[config.mk]
export PLATFORM = sky130hd
export DESIGN_NAME = pla_bist_sequencer
export DESIGN_NICKNAME = d
export VERILOG_FILES = /design/src/rtl/pla_bist_pkg.sv /design/src/rtl/pla_bist_misr.sv /design/src/rtl/pla_bist_sequencer.sv
export SDC_FILE = /design/constraint.sdc
export NUM_CORES = 1
export LEC_CHECK = 0
export CAP_MARGIN = 10
export CORE_MARGIN = 8
export CORE_UTILIZATION = 55
export DETAILED_ROUTE_END_ITERATION = 10
export MAX_ROUTING_LAYER = met4
export PLACE_DENSITY_LB_ADDON = 0.05
export SYNTH_ARGS = -nofsm -noshare
export SYNTH_HDL_FRONTEND = slang
export SYNTH_SLANG_ARGS = --single-unit
[constraint.sdc]
create_clock -name clk -period 6.5 [get_ports clk]
set_input_delay 1.625 -clock clk [delete_from_list [all_inputs] [get_ports clk]]
set_output_delay 1.625 -clock clk [all_outputs]
set_load 0.01 [all_outputs]
[src/rtl/pla_bist_pkg.sv]
// pla_bist_pkg: shared FSM states, MISR polynomial, LFSR taps and mode codes
package pla_bist_pkg;
   typedef enum logic [1:0] {IDLE, DRIVE, DRAIN, DONE} state_t;
   localparam logic [31:0] DEF_POLY = 32'h04C11DB7;
   localparam int LFSR_TAP_HI = 19;
   localparam int LFSR_TAP_LO = 16;
   localparam logic MODE_CNT = 1'b0;
   localparam logic MODE_LFSR = 1'b1;
endpackage

[src/rtl/pla_bist_misr.sv]
// pla_bist_misr: serial-input MISR compacting one response bit per enabled cycle
module pla_bist_misr
   import pla_bist_pkg::*;
#(
   parameter int SIG_W = 32,
   parameter logic [SIG_W-1:0] POLY = SIG_W'(DEF_POLY)
) (
   input  logic             clk,
   input  logic             rst,
   input  logic             clr,
   input  logic             en,
   input  logic             d,
   output logic [SIG_W-1:0] sig
);
   logic [SIG_W-1:0] nxt;
   assign nxt = {sig[SIG_W-2:0], 1'b0} ^ (sig[SIG_W-1] ? POLY : '0) ^ SIG_W'(d);
   always_ff @(posedge clk or posedge rst)
      if (rst) sig <= '0;
      else sig <= clr ? '0 : en ? nxt : sig;
endmodule

[src/rtl/pla_bist_sequencer.sv]
// pla_bist_sequencer: drives counter/LFSR vectors into a PLA netlist and compacts its response.
// Define PLA_BIST_YREG_EN to register y_in before compaction (adds a DRAIN cycle).
module pla_bist_sequencer
   import pla_bist_pkg::*;
#(
   parameter int N_IN = 20,
   parameter int SIG_W = 32,
   parameter logic [SIG_W-1:0] POLY = SIG_W'(DEF_POLY)
) (
   input  logic             clk,
   input  logic             rst,
   input  logic             start,
   input  logic             mode,
   input  logic [N_IN-1:0]  seed,
   input  logic [N_IN:0]    num_vec,
   output logic [N_IN-1:0]  x_out,
   output logic             x_vld,
   input  logic             y_in,
   output logic             busy,
   output logic             done,
   output logic [SIG_W-1:0] signature,
   output logic [N_IN:0]    ones_cnt
);
   state_t state, nxt;
   logic [N_IN:0] rem;
   logic md, acc, smp, last, y_d, y_en;
   logic [N_IN-1:0] nx, v0;
   assign acc = state == IDLE && start;
   assign smp = state == DRIVE;
   assign last = rem == (N_IN+1)'(1);
   assign nx = md == MODE_LFSR ? {x_out[N_IN-2:0], x_out[LFSR_TAP_HI] ^ x_out[LFSR_TAP_LO]}
                               : x_out + 1'b1;
   // an all-zero LFSR state would lock up, so it is replaced by 1
   assign v0 = (mode == MODE_LFSR && seed == '0) ? N_IN'(1) : seed;
   assign x_vld = smp;
   assign busy = state != IDLE;
   assign done = state == DONE;
`ifdef PLA_BIST_YREG_EN
   logic y_r, v_r;
   always_ff @(posedge clk or posedge rst)
      if (rst) begin
         y_r <= 1'b0;
         v_r <= 1'b0;
      end else begin
         y_r <= y_in;
         v_r <= smp;
      end
   assign y_d = y_r;
   assign y_en = v_r;
`else
   assign y_d = y_in;
   assign y_en = smp;
`endif
   always_ff @(posedge clk or posedge rst)
      if (rst) state <= IDLE;
      else state <= nxt;
   always_comb begin
      nxt = state;
      case (state)
         IDLE:  nxt = start ? (num_vec == '0 ? DONE : DRIVE) : IDLE;
`ifdef PLA_BIST_YREG_EN
         DRIVE: nxt = last ? DRAIN : DRIVE;
`else
         DRIVE: nxt = last ? DONE : DRIVE;
`endif
         DRAIN: nxt = DONE;
         DONE:  nxt = IDLE;
         default: nxt = IDLE;
      endcase
   end
   always_ff @(posedge clk or posedge rst)
      if (rst) begin
         x_out <= '0;
         rem <= '0;
         md <= MODE_CNT;
         ones_cnt <= '0;
      end else if (acc) begin
         x_out <= v0;
         rem <= num_vec;
         md <= mode;
         ones_cnt <= '0;
      end else begin
         if (smp && !last) begin
            x_out <= nx;
            rem <= rem - 1'b1;
         end
         if (y_en) ones_cnt <= ones_cnt + (N_IN+1)'(y_d);
      end
   pla_bist_misr #(.SIG_W(SIG_W), .POLY(POLY)) u_misr (
      .clk(clk),
      .rst(rst),
      .clr(acc),
      .en(y_en),
      .d(y_d),
      .sig(signature)
   );
endmodule

# --- Word-level counts from Yosys, hierarchy flattened ---
# Index checks and enable logic that the tools add are counted.
totals:
  regBits: 97
  in_bits: 46
  out_inout_bits: 76
  elab_cells: 41
classes:
  add_sub_neg: 3
  eq_ne: 4
  mux: 15
  n_bitwise: 3
  n_reduce_logical: 10
op_table:
  columns: ["operator", "n"]
  rows:
  - ["$mux 21", 4]
  - ["$mux 20", 4]
  - ["$mux 32", 2]
  - ["$xor 32x1->32", 1]
  - ["$xor 32x32->32", 1]
  - ["$mux 27", 1]
  - ["$add 21x1->21", 1]
  - ["$eq 21x1->1 const B", 1]
  - ["$logic_not 21->1", 1]
  - ["$sub 21x1->21 const B", 1]
  - ["$add 20x1->20 const B", 1]
  - ["$logic_not 20->1", 1]
  - ["$pmux 2 s4", 1]
  - ["$mux 2", 3]
  - ["$reduce_bool 2->1", 3]
  - ["$eq 2x2->1 const B", 2]
  - ["$logic_and 1x1->1", 3]
  - ["$eq 2x1->1 const B", 1]
  - ["$logic_not 2->1", 1]
  - ["$logic_not 1->1", 1]
  - ["$xor 1x1->1", 1]

# --- Longest topological paths before layout ---
# Gate-level depths: netlist (run 1).
depth:
  ltp_word: 5
  depth_mapped: 9
  ltp_nobuf: 8

# --- Hierarchy ---
# From an unflattened synthesis (run 1), not the netlist that was laid out.
unflattened:
  hier_cells: 606
  hier_area_um2: 5612.9
modules_own_cells:
  columns: ["module", "n_inst", "cells_each", "area_each_um2", "seq_area_each_um2"]
  rows:
  - ["pla_bist_sequencer", 1, 485, 4194.0, 1626.6]
  - ["pla_bist_misr", 1, 121, 1418.9, 800.8]

# --- Least setup slack after synthesis (run 1) ---
# No wires, ideal clock.
synth_timing:
  path_kind: "in2reg"
  startpoint: "input port seed[0]"
  endpoint: "register x_out[17]"
  setup_ps: 133
  arrival_time_ps: 3058
  path_slack_ps: 3308
  stages: 5
  n_path_buf: 0
  path_cell_list: "or4_1 o41a_1 and2_1 a2111oi_0 nor2_1"
synth_via:
  elab_chain_len: 4
synth_rtl:
  columns: ["item", "line_no", "rtl"]
  rows:
  - ["from (decl)", "pla_bist_sequencer.sv:14", "input logic [N_IN-1:0] seed,"]
  - ["$logic_not 20->1", "pla_bist_sequencer.sv:34", "assign v0 = (mode == MODE_LFSR && seed == '0) ? N_IN'(1) : seed;"]
  - ["$logic_and 1x1->1", "pla_bist_sequencer.sv:34", null]
  - ["$mux 20", "pla_bist_sequencer.sv:34", null]
  - ["$mux 20", "pla_bist_sequencer.sv:77", "end else if (acc) begin"]
  - ["to (signal assigned)", "pla_bist_sequencer.sv:78", "x_out <= v0;"]
  - ["to (signal assigned)", "pla_bist_sequencer.sv:84", "x_out <= nx;"]
  - ["to (decl)", "pla_bist_sequencer.sv:16", "output logic [N_IN-1:0] x_out,"]
# Every way passes these cells.
# A chain may end at the register's enable or synchronous reset.

# --- Worst setup path after layout (run 1) ---
layout_timing:
  startpoint: "register state[1]"
  endpoint: "output port x_vld"
layout_via:
  elab_chain_len: 1
layout_rtl:
  columns: ["item", "line_no", "rtl"]
  rows:
  - ["from (decl)", "pla_bist_sequencer.sv:24", "state_t state, nxt;"]
  - ["from (signal assigned)", "pla_bist_sequencer.sv:56", "else state <= nxt;"]
  - ["$eq 2x1->1", "pla_bist_sequencer.sv:29", "assign smp = state == DRIVE;"]
  - ["to (decl)", "pla_bist_sequencer.sv:17", "output logic x_vld,"]
# Every way passes these cells.

==> metrics.txt, run 1 <==
status=finished, final reports clean; commonest non-fill, non-tap cell in the layout=clkdlybuf4s50_1; Worst setup EP type=primary output; GR Util All Layers=0.231; H-tree levels=3; largest net degree at the start of global routing=73; Final Cell Area=0.00686 mm2; Setup TNS Final=0 ns; Layout fillers=787; die width=between 100 and 150 um; flip-flop and latch area=about 0.0024 mm2; clock transition at the registers of the reported paths=approximately 0.10 ns; core area=a little under 0.01 mm2; Final Hold Fails=0; critical path arrival=2.30 ns; worst-skew pair later-pin latency=0.38 ns; dpl cells=between 800 and 900; CP startpoint kind=flop; crit path time final=a little under 4 ns; Syn Nets=around 650; Slowest-stage cell, CP=clkdlybuf4s50_1; CP max stage delay=between 0.6 and 0.7 ns; Post-Synthesis Cells=around 600; Nets=~750; Post-synth EDFFs=0; Setup Viol. Count Final=0; CTS tree=done; crit path from=state[1]$_DFF_PP0_; total of max-cap violations=0; routed via count=approximately 4800; Iter 0 DRT Violations=approximately 280; Die Ht=between 100 and 150 um; HP Start=u_misr.sig[24]$_DFFE_PP0P_; Pwr Density=about 430 mW/mm2; Routed WL per cell=17.1 um; largest family of logic cells by synthesized area=simple AND/OR/NAND/NOR gates; R2R Path Start=rem[2]$_DFFE_PP0P_; Num CTS Buffers=9; mux contribution to synthesized area=0.0549; CTS sink count=97; Fin Clk Skew=0.0105 ns; fin cells=about 830; total setup buffers inserted after CTS=0; Max Freq=0.255 GHz; yosys warns=0; R2R setup slack=between 3 and 4 ns; first-pass GRT wire length=23600 um; # IOs=around 120; Site Rows=36; most frequent cells in the layout=clkdlybuf4s50_1 (121), dfrtp_1 (97), nor2_1 (88), nand2_1 (57), xnor2_1 (34); Total Wirelength=14300 um; Least-Margin Pin Slew=~0.92 ns; Compound-Gate Fraction of Synth Area=0.133; IO buf count=roughly 120; layout cells sized above 1=0.0485; Post-Synth XOR/XNOR Area=0.0833; Area Growth Syn to Fin=27.9%; Final period util=0.604; initial antenna violation count=0; CP required=about 4.9 ns; prevailing post-synth register cell=dfrtp_1; full die area=between 0.01 and 0.015 mm2; ANT cells=0; Bufs on Longest Clock Path=2; Leak=about 2.8 nW; Area after DPL=about 0.0066 mm2; Yosys top cell by area=dfrtp_1; RSZ-0062 raised after global routing=no; Syn Area/Cell=between 9 and 10 um2; footprint of the multi-input gates=between 0.002 and 0.003 mm2; final antenna-violating net count=0; final slew viol count=0; Clock Root Buffer=clkbuf_8; Cell Area, Synth=about 0.0054 mm2; DRC=0; vias per inst=~5.8; register area share after synthesis=0.453; synthesis-stage register bit count=97; post-synthesis cell type count=57; hpwl dp=10000 um; Adder-Cell Fraction of Synth Area=0.0233; Crit Path Class=reg -> out; worst path cell trace=inv_1 > ha_2 > buf_4 > clkdlybuf4s50_1; post-cts resize count=0; vias in the first global route=around 4800; CP Max Fanout=60; hold buffers post-CTS=0; Slew Limit Headroom=0.388; asr flop ratio synth=1.00; drt first pass iters=4; synth top area cells=dfrtp_1 (45%), nor2_1 (6.2%), xnor2_1 (5.6%), mux2i_1 (4.9%), nand2_1 (4.0%); maximum vdd ir drop=between 0.3 and 0.4 mV; Starting Density=0.556; gpl congestion=between 0.8 and 0.9; post-synth top area share=0.453; Worst Hold Class=reg -> reg; GRT Residual Overflow=0; Synth Area in Simple Gates=0.217
[worst max-delay path: cells and delay by family, from the launching register on]
family	cells	cell delay (ns)
buffers and inverters	3	1.33
flip-flops	1	0.42
adder cells (fa/ha/maj)	1	0.17
[registers in the layout, indices dropped and copies added, names as in the netlist]
register and cells:
state 2, x_out 20, ones_cnt 21, u_misr.sig 32, rem 21, md 1
[where the power goes]
group	leakage (nW)	switching, W	internal [W]
clock	0.109	0.000227	0.000193
sequential	1.24	0.000316	0.000828
combinational	1.44	0.000698	0.000700
[cells by family after synthesis]
kind of cell / Yosys count
AOI/OAI and AO/OA: 117
muxes: 29
xor gates and xnor gates: 51
and+or+nand+nor: 240
DFF: 97
adders and majority gates: 10
buffers and inverters: 48
[Yosys cell counts, drive strengths merged, types with 2 or more instances]
library cell / instances
xor2: 17
nand2: 57
o31ai: 3
nand2b: 4
nor4: 13
dfrtp: 97
and3: 5
a211oi: 16
o22ai: 4
inv: 15
o21ai: 36
or3: 7
nor4b: 3
buf: 3
nand4: 10
a31oi: 10
mux2: 3
a21oi: 30
nor2: 88
nor2b: 2
or4: 6
mux2i: 26
and2: 5
xnor2: 34
o211ai: 3
nand3: 19
clkbuf: 30
ha: 10
nor3: 12
and4: 4
[layer usage]
| layer | part of all wire | vias to the layer above | track usage |
|---|---|---|---|
| li1 | - | 2294 | - |
| met1 | 0.42 | 2318 | 0.276 |
| met2 | 0.48 | 159 | 0.363 |
| met3 | 0.076 | 30 | 0.0670 |
| met4 | 0.022 | 0 | 0.0867 |
| met5 | 0 | - | - |
[layout make-up]
class | count | area share
flip-flops and latches | 97 | 0.354
clock buffers | 10 | 0.0201
well taps | 133 | 0.0243
clock inverters | 6 | 0.0106
multi-input cells | 447 | 0.401
repair buffers | 126 | 0.182
inverters | 15 | 0.00839
[worst paths after layout]
check | end | cells after the start
worst max-delay path | x_vld | 4
worst min-delay path | u_misr.sig[24]$_DFFE_PP0P_ | 2
worst max register to register | rem[14]$_DFFE_PP0P_ | 6
worst min register to register | u_misr.sig[24]$_DFFE_PP0P_ | 2
max in group asynchronous | x_out[10]$_DFFE_PP0P_ | 3
min in group asynchronous | ones_cnt[10]$_DFFE_PP0P_ | 2
[through the flow]
step | total power, W | utilization | hold slack [ns] | setup slack, ns
after floorplan | 0.00196 | - | 0.539 | 2.34
after CTS | 0.00298 | 0.711 | 0.567 | 2.54
after global routing | 0.00318 | 0.711 | 0.597 | 2.42
after global placement | 0.00250 | 0.690 | 0.526 | 2.53
after detailed placement | 0.00254 | 0.690 | 0.540 | 2.46
final | 0.00296 | 0.711 | 0.561 | 2.57
(Power assumes the default switching activity.)
==> inputs of run 2 (changes only) <==
--- a/config.mk
+++ b/config.mk
@@ -7,7 +7,7 @@
 export LEC_CHECK = 0
 export CAP_MARGIN = 10
 export CORE_MARGIN = 8
-export CORE_UTILIZATION = 55
+export CORE_UTILIZATION = 46
 export DETAILED_ROUTE_END_ITERATION = 10
 export MAX_ROUTING_LAYER = met4
 export PLACE_DENSITY_LB_ADDON = 0.05
==> constraint.sdc (replaced) <==
create_clock -name clk -period 3.6 [get_ports clk]
set_input_delay 0.9 -clock clk [delete_from_list [all_inputs] [get_ports clk]]
set_output_delay 0.9 -clock clk [all_outputs]
set_load 0.01 [all_outputs]
==> run 2 against run 1 <==
Net effect: wire length increased by 2.0%; global-route usage decreased by 2.8 points; clock power increased by 130%; largest cell class unchanged.
==> metrics.txt, run 2 (same netlist as run 1, synthesis figures left out) <==
end of the worst register-to-register path=x_out[17]$_DFFE_PP0P_; Starting Density=0.469; CP max stage delay=between 0.5 and 0.6 ns; worst path cell trace=or4_4 > or4_4 > o21ai_1 > nand2_1 > o22ai_1 > nor2_1; drt first pass iters=5; Clock Root Buffer=clkbuf_16; hold buffers post-CTS=0; Iter 0 DRT Violations=300; Num CTS Buffers=9; worst path bufs/invs=0; CTS sink count=97; Least-Margin Pin Slew=~0.60 ns; Worst Hold Class=reg -> reg; Fin Clk Skew=between 0.006 and 0.007 ns; vias in the first global route=approximately 4900; Final Hold Fails=0; Worst setup EP type=flop; Area Growth Syn to Fin=30.9%; core area=roughly 0.011 mm2; footprint of the multi-input gates=approximately 0.0027 mm2; Layout fillers=roughly 1000; CP delay by family, top=simple AND/OR/NAND/NOR gates; total setup buffers inserted after CTS=0; Crit Path Class=reg -> reg; Worst Hold Endpoint=ones_cnt[20]$_DFFE_PP0P_; CTS tree=done; Leak=around 2.9 nW; Routed WL per cell=about 17 um; initial antenna violation count=0; critical path arrival=slightly above 3 ns; Setup TNS Final=0 ns; flip-flop and latch area=between 0.002 and 0.0025 mm2; CP startpoint kind=flop; layout cells sized above 1=0.0552; Final Cell Area=0.00702 mm2; clock transition at the registers of the reported paths=about 0.070 ns; Bufs on Longest Clock Path=2; GRT Residual Overflow=0; R2R setup slack=around 0.75 ns; largest net degree at the start of global routing=~100; Final period util=0.791; total of max-cap violations=0; Pwr Density=around 800 mW/mm2; Die Ht=around 120 um; IO buf count=around 120; max reg flops=32; R2R depth=6; # IOs=between 100 and 150; DRC=0; maximum vdd ir drop=between 0.4 and 0.5 mV; R2R Path Start=rem[2]$_DFFE_PP0P_; final slew viol count=0; Area after DPL=about 0.0067 mm2; ANT cells=0; Slowest-stage cell, CP=or4_4; Nets=about 760; GR Util All Layers=0.203; Top reg by flops=u_misr.sig; hold path cells=2; commonest non-fill, non-tap cell in the layout=clkdlybuf4s50_1; first-pass GRT wire length=~24000 um; worst-skew pair later-pin latency=approximately 0.35 ns; HP Start=ones_cnt[20]$_DFFE_PP0P_; RSZ-0062 raised after global routing=no; die width=roughly 120 um; Setup Viol. Count Final=0; largest registers=u_misr.sig x32, ones_cnt x21, rem x21; Slew Limit Headroom=0.594; gpl congestion=roughly 0.86; status=finished, final reports clean; most frequent CP cell=or4_4; hpwl dp=a little over 10000 um; routed via count=around 4700; Max Freq=between 0.3 and 0.4 GHz; CP Max Fanout=13; crit path time final=2.85 ns; post-cts resize count=0; vias per inst=5.58; most frequent cells in the layout=clkdlybuf4s50_1 (121), dfrtp_1 (97), nor2_1 (88), nand2_1 (57), xnor2_1 (34); fin cells=850; Site Rows=39; full die area=0.0154 mm2; dpl cells=roughly 830; final antenna-violating net count=0; H-tree levels=3; CP required=about 3.8 ns; Total Wirelength=14600 um
## run 2: cell types whose count changed in the layout (fill, tap and decap cells not counted), sizes merged
| cell | delta |
|---|---|
| inv | -1 |
| buf | +6 |
| clkinv | -2 |
| clkbuf | +1 |
| clkinvlp | +2 |
## run 2: through the flow
| step | power (W) | hold slack (ns) | setup WS [ns] | util |
|---|---|---|---|---|
| after floorplan | 0.00354 | 0.539 | 0.166 | - |
| after global placement | 0.00457 | 0.526 | 0.646 | 0.588 |
| after detailed placement | 0.00465 | 0.535 | 0.652 | 0.588 |
| after CTS | 0.00566 | 0.557 | 0.791 | 0.615 |
| after global routing | 0.00603 | 0.569 | 0.593 | 0.615 |
| final | 0.00561 | 0.558 | 0.754 | 0.615 |
## run 2: worst register-to-register path, stage by stage, from the launching register on
cell and delay [ns]:
dfrtp_1 0.43, or4_4 0.58, or4_4 0.45, o21ai_1 0.43, nand2_1 0.46, o22ai_1 0.31, nor2_1 0.06
## run 2: power breakdown
part / total, W / internal, W / switching (W)
clock network: 0.000976 / 0.000556 / 0.000420
logic: 0.00260 / 0.00130 / 0.00130
registers: 0.00203 / 0.00150 / 0.000532
## run 2: routing by layer
layer	up-vias	track usage	wire, um
met2	134	0.309	6700
met1	2282	0.260	6580
met5	-	-	0
met3	23	0.0490	1010
met4	0	0.0721	286
li1	2300	-	-
## run 2: area by class of cell
| type | instances | share of cell area |
|---|---|---|
| Tap cell | 143 | 0.0255 |
| Clock buffer | 11 | 0.0346 |
| Inverter | 15 | 0.00838 |
| Multi-Input combinational cell | 447 | 0.392 |
| Timing Repair Buffer | 132 | 0.186 |
| Sequential cell | 97 | 0.346 |
| Clock inverter | 5 | 0.00785 |
## run 2: worst max path at each step
stage | from | endpoint | cells past startpoint
floorplan | rst | md$_DFFE_PP0P_ | 1
global placement | seed[0] | x_out[17]$_DFFE_PP0P_ | 6
detailed placement | seed[0] | x_out[17]$_DFFE_PP0P_ | 6
CTS | rem[2]$_DFFE_PP0P_ | x_out[17]$_DFFE_PP0P_ | 6
global route | rem[2]$_DFFE_PP0P_ | x_out[10]$_DFFE_PP0P_ | 6
finish | rem[2]$_DFFE_PP0P_ | x_out[17]$_DFFE_PP0P_ | 6
==> inputs of run 3 (changes only) <==
==> constraint.sdc (replaced) <==
create_clock -name clk -period 2.6 [get_ports clk]
set_input_delay 0.65 -clock clk [delete_from_list [all_inputs] [get_ports clk]]
set_output_delay 0.65 -clock clk [all_outputs]
set_load 0.01 [all_outputs]
==> run 3 against run 2 <==
Net effect: count of clock-buffer cells in the layout is 1 higher; die area unchanged; via count increased by 0.34%; setup slack worse by 0.60 ns; combinational power is 44% higher; largest power group unchanged; final cell count grew 1.3%; largest cell class unchanged; register-to-register slack got worse by 0.57 ns; critical path type is now reg -> out; global-route usage fell by 0.28 points; critical path depth down 3; sequential cell count did not move.
==> metrics.txt, run 3 (same netlist as run 1, synthesis figures left out) <==
total setup buffers inserted after CTS=0; vias in the first global route=about 4800; Area Growth Syn to Fin=32.2%; Starting Density=0.469; crit path time final=2.44 ns; Site Rows=39; Least-Margin Pin Slew=between 0.5 and 0.6 ns; Bufs on Longest Clock Path=2; max reg flops=32; Die Ht=between 100 and 150 um; dpl cells=approximately 850; gpl congestion=between 0.8 and 0.9; CTS sink count=97; final antenna-violating net count=0; full die area=0.0154 mm2; Final Hold Fails=0; met3 usage=0.0535; routed via count=around 4800; met2 usage=0.307; drt first pass iters=4; R2R setup slack=between 0.15 and 0.2 ns; maximum vdd ir drop=between 0.6 and 0.7 mV; worst path cell trace=inv_1 > ha_2 > clkdlybuf4s50_1; initial antenna violation count=0; Nets=a little under 800; CP required=1.95 ns; clock transition at the registers of the reported paths=approximately 0.060 ns; RSZ-0062 raised after global routing=no; Slowest-stage cell, CP=clkdlybuf4s50_1; fin cells=roughly 860; Final period util=0.939; H-tree levels=3; Worst setup EP type=primary output; Max Freq=0.410 GHz; largest registers=u_misr.sig x32, ones_cnt x21, rem x21; Clock Root Buffer=clkbuf_16; CP max stage delay=about 0.60 ns; ANT cells=0; IO buf count=about 120; worst path bufs/invs=2; final slew viol count=0; Final Cell Area=0.00709 mm2; Iter 0 DRT Violations=around 350; CTS tree=done; Total Wirelength=about 15000 um; Leak=approximately 2.9 nW; post-layout util=0.621; largest net degree at the start of global routing=slightly below 100; Top reg by flops=u_misr.sig; Fin Clk Skew=around 0.0061 ns; Num CTS Buffers=9; met1 Usage GRT=0.250; die width=approximately 120 um; GRT Residual Overflow=0; Area after DPL=0.00682 mm2; Slew Limit Headroom=0.609; Hold Worst Slack=about 0.55 ns; layout cells sized above 1=0.0696; status=finished, final reports clean; first-pass GRT wire length=~24000 um; core area=approximately 0.011 mm2; Worst Hold Class=reg -> reg; hpwl dp=between 10000 and 15000 um; most frequent cells in the layout=clkdlybuf4s50_1 (121), dfrtp_1 (97), nor2_1 (88), nand2_1 (57), xnor2_1 (34); CP Max Fanout=12; commonest non-fill, non-tap cell in the layout=clkdlybuf4s50_1; GR Util All Layers=0.200; worst-skew pair later-pin latency=roughly 0.34 ns; CP startpoint kind=flop; total of max-cap violations=0; # IOs=about 120; DRC=0; vias per inst=~5.5; Crit Path Class=reg -> out; CP delay by family, top=buffers and inverters; Setup Viol. Count Final=0; Pwr Density=1090 mW/mm2; Routed WL per cell=17.1 um; GRT busiest layer=met2; critical path arrival=1.79 ns
## run 3: cell type report
cell class | instances | area [um2]
inverters | 15 | 60.1
clock buffers | 12 | 236
clock inverters | 3 | 18.8
flip-flops and latches | 97 | 2430
multi-input cells | 447 | 2760
well taps | 143 | 179
repair buffers | 144 | 1410
fillers | 1052 | 4330
## run 3: worst paths after layout
path,from,end,depth (start not counted)
min,u_misr.sig[18]$_DFFE_PP0P_,u_misr.sig[19]$_DFFE_PP0P_,2
max reg2reg,rem[3]$_DFFE_PP0P_,x_out[9]$_DFFE_PP0P_,7
min reg2reg,u_misr.sig[18]$_DFFE_PP0P_,u_misr.sig[19]$_DFFE_PP0P_,2
min in group asynchronous,rst,u_misr.sig[5]$_DFFE_PP0P_,3
max,state[1]$_DFF_PP0_,x_vld,3
max in group asynchronous,rst,rem[0]$_DFFE_PP0P_,3
## run 3: worst min-delay path, delay by kind of cell, from the launching register on
family | cells | cell delay [ns]
multiplexers | 1 | 0.08
AND/OR/NAND/NOR | 1 | 0.07
flip-flops | 1 | 0.36
## run 3: what timing repair did
action / in CTS / in global routing
gates resized for setup: 0 / 2
endpoints found under the setup margin: 0 / 5
hold buffers: 0 / 0
## run 3: stage by stage
stage | TNS [ns] | power (W) | setup WS, ns
3_3_place_gp | -0.190 | 0.00641 | -0.139
3_5_place_dp | -0.256 | 0.00651 | -0.145
2_1_floorplan | 0 | 0.00491 | 0.217
4_1_cts | 0 | 0.00776 | 0.0894
5_1_grt | 0 | 0.00828 | 0.00415
6_report | 0 | 0.00771 | 0.158
## run 3: where the power goes
part           switching (W)  total [W]  internal, W
registers           0.000700    0.00278      0.00208
clock network       0.000551    0.00119     0.000643
logic                0.00188    0.00374      0.00186
## run 3: routing by layer
metal	wire length [um]	share of wire
met2	6760	0.46
met1	6630	0.45
met5	0	0
met4	265	0.018
met3	1080	0.073
